<file path="config.mk">
export PLATFORM = sky130hd
export DESIGN_NAME = register_file
export DESIGN_NICKNAME = d
export VERILOG_FILES = /design/src/rtl/register_file.sv
export SDC_FILE = /design/constraint.sdc
export NUM_CORES = 2
export LEC_CHECK = 0
export ABC_AREA = 1
export BUFFER_PORTS_ARGS = -buffer_cell sky130_fd_sc_hd__buf_2
export CAP_MARGIN = 20
export CORE_MARGIN = 1
export CORE_UTILIZATION = 40
export DETAILED_ROUTE_END_ITERATION = 10
export PLACE_DENSITY_LB_ADDON = 0.05
export SLEW_MARGIN = 10
export SYNTH_ARGS = -nofsm -noshare
export SYNTH_HDL_FRONTEND = slang
export SYNTH_SLANG_ARGS = --single-unit
</file>
<file path="constraint.sdc">
create_clock -name clk_i -period 6.37 [get_ports clk_i]
set_clock_uncertainty 0.2 [all_clocks]
set_input_delay 0.637 -clock clk_i [delete_from_list [all_inputs] [get_ports clk_i]]
set_output_delay 0.637 -clock clk_i [all_outputs]
set_load 0.03 [all_outputs]
</file>
<file path="src/rtl/register_file.sv">
// 32 x 64-bit integer register file: two combinational read ports, one write port, x0 reads zero.
// Define REGFILE_BYPASS_EN to forward the write data to a read port that addresses the write target in the same cycle.
module register_file #(
  parameter int DATA_WIDTH = 64,
  parameter int ADDR_WIDTH = 5
) (
  input  logic                  clk_i,
  input  logic                  rst_i,
  input  logic                  write_en_i,
  input  logic [ADDR_WIDTH-1:0] write_addr_i,
  input  logic [DATA_WIDTH-1:0] write_data_i,
  input  logic [ADDR_WIDTH-1:0] read_addr1_i,
  input  logic [ADDR_WIDTH-1:0] read_addr2_i,
  output logic [DATA_WIDTH-1:0] read_data1_o,
  output logic [DATA_WIDTH-1:0] read_data2_o
);

  localparam int DEPTH = 2 ** ADDR_WIDTH;

  // Entry 0 has no storage, so the array starts at index 1.
  logic [DATA_WIDTH-1:0] regs_q [1:DEPTH-1];
  logic [DATA_WIDTH-1:0] regs_d [1:DEPTH-1];

  always_comb begin
    for (int i = 1; i < DEPTH; i++) begin
      regs_d[i] = regs_q[i];
      if (write_en_i && (write_addr_i == ADDR_WIDTH'(i))) begin
        regs_d[i] = write_data_i;
      end
    end
  end

  always_ff @(posedge clk_i) begin
    for (int i = 1; i < DEPTH; i++) begin
      if (rst_i) begin
        regs_q[i] <= '0;
      end else begin
        regs_q[i] <= regs_d[i];
      end
    end
  end

  function automatic logic [DATA_WIDTH-1:0] read_port(input logic [ADDR_WIDTH-1:0] addr);
    logic [DATA_WIDTH-1:0] data;
    data = '0;
    if (addr != '0) begin
`ifdef REGFILE_BYPASS_EN
      // Forwarding is held off during reset so the dropped write never becomes visible.
      if (!rst_i && write_en_i && (write_addr_i == addr)) begin
        data = write_data_i;
      end else begin
        data = regs_q[addr];
      end
`else
      data = regs_q[addr];
`endif
    end
    return data;
  endfunction

  assign read_data1_o = read_port(read_addr1_i);
  assign read_data2_o = read_port(read_addr2_i);

endmodule

</file>
== Yosys cells after proc, flatten, opt, wreduce, memory -nomap -nowiden ==
Memories as Yosys holds them, arrays and structs flattened.
Index checks and enable logic that the tools add are counted.
Word-level totals
  register bits: 0
  RAM bits: 1984
  input port bits: 82
  output and inout port bits: 128
  word-level logic and storage cells: 225
  memories: 1
Memories
  regs_q: depth 31, width 64, rd ports 2, clocked after memory_dff 0, wr ports 31, RTL line 21  | logic [DATA_WIDTH-1:0] regs_q [1:DEPTH-1];
Operators by class
  equal/unequal tests: 62
  multiplexer cells: 67
  bitwise gates (word level): 31
  reductions and logical operators: 64
Operators by type and width (count)
  $mux 64: 64
  $eq 5x5->1 const B: 16
  $reduce_and 2->1: 31
  $eq 5x4->1 const B: 8
  $logic_and 1x1->1: 31
  $ne 1x1->1 const B: 31
  $or 1x1->1: 31
  $eq 5x3->1 const B: 4
  $eq 5x2->1 const B: 2
  $reduce_bool 5->1: 2
  $eq 5x1->1 const B: 1
  $mux 1: 3

== Logic depth before layout (Yosys ltp) ==
  depth after elaboration: 5
  gate-level depth with buffers: 14
  depth with buffers taken out: 10

== Least setup slack after synthesis ==
No wires, ideal clock.
  kind: in2reg
  start: in write_en_i
  end: mem regs_q[1][0], enable pin
  library setup time: 0.574 ns
  arrival time: 5.698 ns
  required time: 5.596 ns
  setup slack: -0.102 ns
  cell stages on the path: 5
  buffers on the path: 1
  path through: inv_1 -> nor2_2 -> inv_1 -> clkbuf_1 -> o21ai_0
RTL lines
  start, declared: RTL line 9  | input logic write_en_i,
  end, declared: RTL line 21

== Worst setup path after layout ==
  start: in read_addr2_i[1]
  end: out read_data2_o[26]
On the way
  cells in the longest elaborated chain, start to end: 2
  elaborated cells between the ends (all ways): 3
  classes of those cells: mux (1); reduce/logical (1); memory (1)
Ends and longest elaborated chain
  start, declared: RTL line 13  | input logic [ADDR_WIDTH-1:0] read_addr2_i,
  $mem_v2 31x64 / $reduce_bool 5->1 (equally long branches)
  $mux 64 *: RTL line 46  | if (addr != '0) begin
  end, declared: RTL line 15  | output logic [DATA_WIDTH-1:0] read_data2_o
Mark *: on every way between the ends. The rest lies on a longest branch, timed or not.

==> metrics.csv <==
metric;value;unit
outcome;finished, violations left;
violations_in_the_final_reports;negative hold slack;
start_util;40.3;%
worst-setup-path-type;in2out;
wire_length_of_the_first_global_routing_pass;741;mm
synth_xor_xnor_area_share;0;%
netlist.top_cell.by_area;sky130_fd_sc_hd__edfxtp_1;
wire_length_reported_by_the_detailed_router;533;mm
io_pins;210;
worst_ir_drop_vdd;0.000268;V
power_density;276;nW/um2
final_nets;14200;
dp_worst_setup_slack;1.43;ns
startpoint_type;input pin;
timing.critical_path.from;read_addr2_i[1];
worstPathMaxFanout;66;
postLayoutSetupSlackWorst;1.32;ns
place_hpwl;285;mm
period_needed;5.05;ns
mean_cell_area_of_the_mapped_netlist;7.61;um2
dieWidth;527;um
synth_compound_gate_area_share;5.03;%
grt.total_usage;37.2;%
rsz0062_at_grt;no;
worst_max_slew_pin_slew;1.24;ns
rows;192;
largest_register_ff_count;1984;
registers.top_by_ff_count;regs_q;
core_region_area;274000;um2
clkSlewWorstSetupHoldPaths;0.06;ns
io_buffer_count;209;
postSynthNetCount;14600;
postSynthCellCount;14500;
tns;0;ns
crit_required;5.53;ns
post-cts-setup-buffer-count;0;
yosysUniqueCellTypes;24;
mappedNetlistArea;110000;um2
fp.dieH;527;um
final_antenna_net_count;0;
final_layout_size_suffix_gt1_share;6.48;%
cts_num_sinks;1984;
hold_path_class;in2reg;
first_pass_iters;7;
synth_warnings;0;
maxCapViolCount;0;
postSynthRegisterBits;1984;
clock_tree_from_tritoncts;yes;
final.period_utilization;79.3;%
finalSetupViolCount;0;
synth_seq_area_share;53.9;%
routed-via-count;106000;
synthAdderAreaFrac;0;%
clock_tree.root_cell;sky130_fd_sc_hd__clkbuf_16;
top_regs;regs_q x1984;
cts_max_level;4;
detail_route.wl_per_cell;29.6;um
die-area;278000;um2
globalRouteOverflowTotal;0;
synth_top_family_by_area;simple AND/OR/NAND/NOR gates;
dr.first_iter.drc_count;16500;
routed_via_density;5.89;
drv_slew;0;
arrival;4.21;ns
worst_setup_path_end_kind;primary output;
min_hold_slack;-0.0102;ns
antenna_violations_before_repair;23;
synthMuxAreaShare;0;%
finish.cell_count_without_fillers;18000;
synth.top_cell.area_share;53.9;%
p_leak;52.2;nW
clk_path_buf_depth;4;
setup.worst_path.end;read_data2_o[26];
max_freq;198;MHz
final_core_density;45.1;%
global_placement_routability_congestion;0.883;
first_global_vias;98000;
cts_buffer_count;237;
post-route-drc-count;0;
dp.cells;17500;
grt_max_degree;170;
synthToLayoutAreaGrowth;11.9;%
synth-simple-area-share;34.4;%
max_slew_margin;17.2;%
leading_cell_types_by_total_area_after_synthesis;sky130_fd_sc_hd__edfxtp_1 54%, sky130_fd_sc_hd__nand2_1 16%, sky130_fd_sc_hd__nor2_1 12%;
final-hold-violation-count;2;
power by group:
part / internal [mW] / total [mW] / switching [mW]
clock network: 7.84 / 13.7 / 5.83
logic: 1.18 / 5.03 / 3.86
registers: 15.1 / 15.5 / 0.354
total: 24.1 / 34.2 / 10.0
kinds of logic (layout without fill, tap and decap cells):
family	after synthesis	in the layout
other	0	4
DFF	1984	1984
and+or+nand+nor	9650	9650
AOI/OAI and AO/OA	1103	1103
buffers and inverters	1784	1556
stage by stage:
| stage | instance area [um2] | total power [mW] |
|---|---|---|
| detailed placement | 115000 | 20.5 |
| floorplan | 110000 | 18.5 |
| CTS | 123000 | 34.0 |
| finish | 124000 | 34.2 |
| global placement | 115000 | 20.5 |
| global route | 124000 | 35.0 |
cells in the final DEF, fill, tap and decap left out, types with 23 or more instances in the layout:
master / Yosys / routed
sky130_fd_sc_hd__clkinv_2: 0 / 32
sky130_fd_sc_hd__bufinv_16: 0 / 23
sky130_fd_sc_hd__buf_4: 12 / 209
sky130_fd_sc_hd__o21ai_1: 42 / 42
sky130_fd_sc_hd__clkbuf_1: 747 / 54
sky130_fd_sc_hd__buf_12: 0 / 74
sky130_fd_sc_hd__nor2_1: 3417 / 3417
sky130_fd_sc_hd__edfxtp_1: 1984 / 1984
sky130_fd_sc_hd__clkinv_1: 0 / 65
sky130_fd_sc_hd__nand3_1: 1417 / 1386
sky130_fd_sc_hd__a21oi_1: 437 / 436
sky130_fd_sc_hd__o21ai_4: 0 / 24
sky130_fd_sc_hd__buf_16: 0 / 35
sky130_fd_sc_hd__buf_2: 293 / 199
sky130_fd_sc_hd__inv_1: 586 / 583
sky130_fd_sc_hd__o21ai_0: 607 / 583
sky130_fd_sc_hd__clkbuf_16: 0 / 243
sky130_fd_sc_hd__nand3_4: 0 / 32
sky130_fd_sc_hd__nand2_1: 4806 / 4797
cells in the mapped netlist, drive strengths merged:
cell,number
o211ai,10
o22ai,7
nor3,1
nand3b,1
clkbuf,747
o21ai,649
nand4,1
buf,441
inv,596
edfxtp,1984
a21oi,437
nand2,4807
nor2,3422
nand3,1418
worst min path at each step:
stage                     startpoint        endpoint  slack (ns)  cells after the start
global route         write_data_i[1]    regs_q[2][1]        0.01                      3
floorplan           write_data_i[63]   regs_q[1][63]        0.68                      2
finish               write_data_i[1]    regs_q[2][1]       -0.01                      3
detailed placement  write_data_i[49]  regs_q[10][49]        1.03                      3
global placement    write_data_i[27]  regs_q[25][27]        1.03                      4
CTS                 write_data_i[23]  regs_q[20][23]        0.04                      4
per-layer routing:
metal | track usage [%] | vias up | part of all wire, %
met5 | 0 | - | 0.028
met1 | 49.2 | 51200 | 39
met4 | 18.8 | 16 | 5.7
met3 | 6.57 | 1439 | 11
li1 | - | 45900 | -
met2 | 58.6 | 7333 | 44
what timing repair did:
item / CTS / global route
hold endpoints to repair: 0 / 3
hold buffers: 0 / 1
resized for setup: 0 / 0
worst max-delay path: stages:
cell and delay (ns):
sky130_fd_sc_hd__buf_8 0.44, sky130_fd_sc_hd__inv_8 0.41, sky130_fd_sc_hd__nor2_4 0.53, sky130_fd_sc_hd__buf_12 0.30, sky130_fd_sc_hd__buf_4 0.33, sky130_fd_sc_hd__nand2_1 0.09, sky130_fd_sc_hd__nand3_1 0.09, sky130_fd_sc_hd__nand3_1 0.09
sky130_fd_sc_hd__a21oi_1 0.77, sky130_fd_sc_hd__buf_2 0.34
area by class of cell:
cell class	instances	area (um2)
Antenna cell	4	10.0
Clock buffer	297	6280
Clock inverter	133	1230
Fill cell	26900	151000
Inverter	596	2310
Multi-Input combinational cell	10800	44300
Sequential cell	1984	59600
Tap cell	3686	4610
Timing Repair Buffer	530	5200
No activity file was read; power rests on OpenSTA's default activity.
